## src/rtl/karatsuba_pkg.sv

```systemverilog
// Shared types and width helpers for the sequential Karatsuba multiplier.
package karatsuba_pkg;

    typedef enum logic [2:0] {
        IDLE   = 3'd0,
        MUL_HH = 3'd1,
        MUL_LL = 3'd2,
        MUL_MM = 3'd3,
        DONE   = 3'd4
    } state_t;

    function automatic int half_w(input int n);
        return n / 2;
    endfunction

    function automatic int mid_w(input int n);
        return n + 2;
    endfunction

endpackage

```

## src/rtl/karatsuba.sv

```systemverilog
// Combinational unsigned NxN multiplier, one Karatsuba split over plain half-width products.
module karatsuba #(
    parameter int N = 8
) (
    input  logic [N-1:0]   A,
    input  logic [N-1:0]   B,
    output logic [2*N-1:0] C
);

    localparam int H = N / 2;

    generate
        if (N < 4) begin : g_leaf
            assign C = {{N{1'b0}}, A} * {{N{1'b0}}, B};
        end else begin : g_split
            logic [H:0]     sa;
            logic [H:0]     sb;
            logic [2*H-1:0] p_hh;
            logic [2*H-1:0] p_ll;
            logic [2*H+1:0] p_ss;
            logic [2*H+1:0] mid;

            assign sa   = {1'b0, A[H-1:0]} + {1'b0, A[N-1:H]};
            assign sb   = {1'b0, B[H-1:0]} + {1'b0, B[N-1:H]};
            assign p_hh = {{H{1'b0}}, A[N-1:H]} * {{H{1'b0}}, B[N-1:H]};
            assign p_ll = {{H{1'b0}}, A[H-1:0]} * {{H{1'b0}}, B[H-1:0]};
            assign p_ss = {{(H+1){1'b0}}, sa} * {{(H+1){1'b0}}, sb};
            // Cross term ah*bl + al*bh is never negative, so unsigned subtraction is exact.
            assign mid  = p_ss - {2'b00, p_hh} - {2'b00, p_ll};
            assign C    = {p_hh, p_ll} + ({{(N-2){1'b0}}, mid} << H);
        end
    endgenerate

endmodule

```

## src/rtl/karatsuba_seq.sv

```systemverilog
// Multi-cycle NxN multiplier sharing one karatsuba #(N/2) across P3, P2, P1.
// Optional KARATSUBA_SEQ_SKIP_EN skips MUL_MM when either middle difference is zero.
module karatsuba_seq
    import karatsuba_pkg::*;
#(
    parameter int N = 16
) (
    input  logic           clk,
    input  logic           rst_n,
    input  logic           in_valid,
    output logic           in_ready,
    input  logic [N-1:0]   A,
    input  logic [N-1:0]   B,
    output logic           out_valid,
    input  logic           out_ready,
    output logic [2*N-1:0] C,
    output logic           busy
);

    localparam int HALF  = half_w(N);
    localparam int MID_W = mid_w(N);
    localparam int CW    = 2 * N;

    state_t state, state_nxt;

    logic [HALF-1:0] a_h, a_l, b_h, b_l;
    logic [HALF-1:0] abs_a_m, abs_b_m;
    logic            sign;
    logic [N-1:0]    p3, p2;
    logic [HALF-1:0] mul_a, mul_b;
    logic [N-1:0]    mul_p;
    logic signed [HALF:0] a_m, b_m;
    logic            accept;
`ifdef KARATSUBA_SEQ_SKIP_EN
    logic            zero_m;
`endif

    function automatic logic [HALF-1:0] abs_diff(input logic signed [HALF:0] v);
        logic signed [HALF:0] neg;
        neg = -v;
        return v[HALF] ? neg[HALF-1:0] : v[HALF-1:0];
    endfunction

    // mid = P3 + P2 -/+ P1 stays in [0, 2^(N+1)), so the widened add never overflows.
    function automatic logic [CW-1:0] recombine(input logic [N-1:0] hh,
                                                input logic [N-1:0] ll,
                                                input logic [N-1:0] mm,
                                                input logic         neg);
        logic signed [MID_W-1:0] mid;
        logic [CW-1:0]           mid_ext;
        mid = $signed({2'b00, hh}) + $signed({2'b00, ll});
        mid = neg ? (mid - $signed({2'b00, mm})) : (mid + $signed({2'b00, mm}));
        mid_ext = CW'($unsigned(mid));
        return {hh, {N{1'b0}}} + (mid_ext << HALF) + CW'(ll);
    endfunction

    assign a_m    = $signed({1'b0, A[HALF-1:0]}) - $signed({1'b0, A[N-1:HALF]});
    assign b_m    = $signed({1'b0, B[N-1:HALF]}) - $signed({1'b0, B[HALF-1:0]});
    assign accept = in_valid && in_ready;

    karatsuba #(.N(HALF)) u_mul (
        .A (mul_a),
        .B (mul_b),
        .C (mul_p)
    );

    always_ff @(posedge clk or negedge rst_n) begin
        if (!rst_n) state <= IDLE;
        else        state <= state_nxt;
    end

    always_comb begin
        state_nxt = state;
        case (state)
            IDLE:   if (in_valid) state_nxt = MUL_HH;
            MUL_HH: state_nxt = MUL_LL;
`ifdef KARATSUBA_SEQ_SKIP_EN
            MUL_LL: state_nxt = zero_m ? DONE : MUL_MM;
`else
            MUL_LL: state_nxt = MUL_MM;
`endif
            MUL_MM: state_nxt = DONE;
            DONE:   if (out_ready) state_nxt = IDLE;
            default: state_nxt = IDLE;
        endcase
    end

    // Multiplier inputs park at zero outside the three product states.
    always_comb begin
        in_ready  = (state == IDLE);
        busy      = (state != IDLE);
        out_valid = (state == DONE);
        mul_a     = '0;
        mul_b     = '0;
        case (state)
            MUL_HH: begin mul_a = a_h;     mul_b = b_h;     end
            MUL_LL: begin mul_a = a_l;     mul_b = b_l;     end
            MUL_MM: begin mul_a = abs_a_m; mul_b = abs_b_m; end
            default: ;
        endcase
    end

    always_ff @(posedge clk or negedge rst_n) begin
        if (!rst_n) begin
            a_h     <= '0;
            a_l     <= '0;
            b_h     <= '0;
            b_l     <= '0;
            abs_a_m <= '0;
            abs_b_m <= '0;
            sign    <= 1'b0;
            p3      <= '0;
            p2      <= '0;
            C       <= '0;
`ifdef KARATSUBA_SEQ_SKIP_EN
            zero_m  <= 1'b0;
`endif
        end else begin
            if (accept) begin
                a_h     <= A[N-1:HALF];
                a_l     <= A[HALF-1:0];
                b_h     <= B[N-1:HALF];
                b_l     <= B[HALF-1:0];
                abs_a_m <= abs_diff(a_m);
                abs_b_m <= abs_diff(b_m);
                sign    <= a_m[HALF] ^ b_m[HALF];
`ifdef KARATSUBA_SEQ_SKIP_EN
                zero_m  <= (a_m == '0) || (b_m == '0);
`endif
            end
            case (state)
                MUL_HH: p3 <= mul_p;
                MUL_LL: begin
                    p2 <= mul_p;
`ifdef KARATSUBA_SEQ_SKIP_EN
                    if (zero_m) C <= recombine(p3, mul_p, '0, sign);
`endif
                end
                MUL_MM: C <= recombine(p3, p2, mul_p, sign);
                default: ;
            endcase
        end
    end

endmodule

```

## config.mk

```make
export PLATFORM = sky130hd
export DESIGN_NAME = karatsuba_seq
export DESIGN_NICKNAME = d
export VERILOG_FILES = /design/src/rtl/karatsuba_pkg.sv /design/src/rtl/karatsuba.sv /design/src/rtl/karatsuba_seq.sv
export SDC_FILE = /design/constraint.sdc
export NUM_CORES = 1
export LEC_CHECK = 0
export ABC_AREA = 1
export CAP_MARGIN = 20
export CORE_ASPECT_RATIO = 0.5
export CORE_UTILIZATION = 30
export DETAILED_ROUTE_END_ITERATION = 6
export MAX_ROUTING_LAYER = met4
export PLACE_DENSITY = 0.55
export SLEW_MARGIN = 15
export SYNTH_ARGS = -nofsm -noshare
export SYNTH_HDL_FRONTEND = slang
export SYNTH_SLANG_ARGS = --single-unit
```

## constraint.sdc

```tcl
create_clock -name clk -period 9.25 [get_ports clk]
set_clock_uncertainty 0.15 [all_clocks]
set_input_delay 1.85 -clock clk [delete_from_list [all_inputs] [get_ports clk]]
set_output_delay 1.85 -clock clk [all_outputs]
set_load 0.1 [all_outputs]
```

==> flow_summary.ini <==
[min_path]
min-delay-start = C[7]$_DFFE_PN0N_
min_path_type = flip-flop to flip-flop

[sta]
worst_pin_slew_ns = 0.9806
setup_viol = 10
slew_violations = 0
max_freq_mhz = 104.0
rsz0062_at_grt = true
finalWorstSetupSlack_ns = -0.3639
relSlewSlack_pct = 34.42
finalHoldViolCount = 0
period_minus_slack_ns = 9.614
period_share_pct = 103.9

[job]
cap_violations = 0

[global_route]
overflow = 0
grt_pass1_vias = 10315
grt_max_degree = 76
grt_first_pass_wirelength_mm = 51.85
track_usage_pct = 17.39
antenna_found_initial = 0

[cts]
cts_tree = built
ctsLongestPathBuffers = 2
ctsHoldBuffers = 0
h-tree-depth = 4
path_clk_slew_ns = 0.06
worstSkewPairLatency_ns = 0.44
cts-root-buf = clkbuf_16
cts_buffers = 17
cts.sinks = 116

[finish]
final_nets = 2022
areaGrowthSynthToFinish_pct = 39.70
mostFrequentLayoutCell = nand2_1
final_cells = 2311
multiInputGateArea_um2 = 8429
antenna_cells = 0
fin_area_um2 = 15700
num-fill-cells = 3727
drive_above_1_share_pct = 25.12
final_cell_mix = nand2_1, inv_1, buf_4, dfrtp_1, ha_1
regArea_um2 = 2904

[critical_path]
path_max_fanout = 6
critPathCaptureType = flip-flop
cp-start-kind = flip-flop
cp_data_required_time_ns = 9.44
critPathKind = flip-flop to flip-flop
ff2ff_setup_slack_ns = -0.36
cp_common_cell = fa_1
crit_path_start = state[1]$_DFFE_PN0P_
crit_arrival_ns = 9.80
max_stage_delay_ns = 0.51
crit_slowest_cell = fa_1
timing.rr.start = state[1]$_DFFE_PN0P_

[drt]
vias = 10509
finalWirelength_mm = 31.39
ant_nets = 0
post_drt_wl_per_cell_um = 13.58
firstDrtPassIters = 5
drc_errors = 0
routed_via_density = 4.547
drt_iter0_markers = 520

[placed_design]
dp_hpwl_mm = 24.60
gp_congestion = 0.8894
place_inst = 2229
placed_area_um2 = 13860
port_buffers = 70

[synthesis]
syn_inst = 1549
synth_cell_types = 47
ys_warn_count = 0
ys_top_cells_by_area = dfrtp_1, nand2_1, ha_1, inv_1, fa_1
yosys_register_bits = 116
synth_top_cell_area_share_pct = 25.83
syn_nets = 1757
avgSynthCellArea_um2 = 7.255
synth_area_um2 = 11240
yosysTopAreaCell = dfrtp_1
ys_seq_area_share_pct = 25.83

[outcome]
status = finished with violations
violations = negative setup slack

[floorplanning]
die_area_um2 = 38290
num_rows = 49
core_um2 = 36420
io_pins = 71
die_w_um = 275.7
die_h_um = 138.9
initial_utilization_pct = 30.86
-- synth_stat cells (all sizes together) --
master and n:
nor3 10, nand3 97, a21oi 88, inv 227, o41ai 1, o21bai 8
xor2 62, a21boi 2, o211ai 3, a22oi 2, xnor2 28, or2 14
nand2 482, o31ai 2, buf 8, nor2 68, nand4 10, nand3b 5
o311ai 1, clkbuf 21, dfrtp 116, a31oi 11, o21ai 103, fa 38
clkinv 2, a21o 3, o21a 3, ha 134
-- metrics by stage --
step / setup TNS [ns] / hold slack (ns) / utilization [%] / worst slack, ns
final: -2.917 / 0.3203 / 43.11 / -0.3639
after global routing: -8.904 / 0.3477 / 43.11 / -0.9461
after global placement: -5.263 / 0.3074 / 38.06 / -0.6573
after detailed placement: -6.861 / 0.3133 / 38.06 / -0.7921
after floorplan: 0 / 0.2992 / - / 0.008361
after CTS: -3.078 / 0.3272 / 41.60 / -0.4002
-- layout make-up --
class | instances | share of cell area, %
well taps | 484 | 3.857
clock inverters | 13 | 0.6455
inverters | 229 | 5.475
clock buffers | 19 | 2.885
repair buffers | 275 | 14.95
multi-input cells | 1175 | 53.69
flip-flops and latches | 116 | 18.50
-- routing by layer --
layer  vias up  track usage [%]  part of all wire, %
li1       5485                -                    -
met1      4848            23.26                   49
met2       143            27.38                   46
met3        33            2.476                  2.7
met4         0            4.714                  1.9
met5         -                -                    0
-- repair_timing --
action                                  in CTS  in global routing
gates cloned                                 2                  0
pin swaps                                   59                 59
buffers inserted                            31                 21
gates resized for setup                    115                 98
endpoints found under the setup margin      13                 15
-- cell families (layout without fill, tap and decap cells) --
kind of cell	after synthesis	count (layout)	share of synthesized area, %
AND/OR/NAND/NOR	686	686	25.58
buffers and inverters	258	536	8.807
AO/OA/AOI/OAI	227	227	10.91
adder cells (fa/ha/maj)	172	172	21.69
flip-flops	116	116	25.83
XOR/XNOR	90	90	7.181
-- critical path, delay by kind of cell (launching register included) --
kind	cells	cell delay, ns
AND/OR/NAND/NOR	18	1.90
AO/OA/AOI/OAI	5	0.86
buffers and inverters	10	1.11
flip-flops	1	0.41
adder cells (fa/ha/maj)	11	4.49
XOR/XNOR	4	0.57
-- path summary, 6_finish.rpt --
| check | to | depth (start not counted) |
|---|---|---|
| min in group asynchronous | b_l[7]$_DFFE_PN0P_ | 1 |
| worst min register to register | C[7]$_DFFE_PN0N_ | 2 |
| worst max-delay path | C[27]$_DFFE_PN0N_ | 48 |
| worst min-delay path | C[7]$_DFFE_PN0N_ | 2 |
| worst max register to register | C[27]$_DFFE_PN0N_ | 48 |
| max in group asynchronous | C[30]$_DFFE_PN0N_ | 3 |
-- flip-flops by register name, summed over array words and instances (netlist names), 3 cells and up --
| signal | cells |
|---|---|
| abs_a_m | 8 |
| state | 3 |
| p2 | 16 |
| C | 32 |
| a_l | 8 |
| abs_b_m | 8 |
| p3 | 16 |
| a_h | 8 |
| b_h | 8 |
| b_l | 8 |
Power is not shown: default switching activity piles up to over one toggle a cycle in this logic, so the estimate is an artifact.
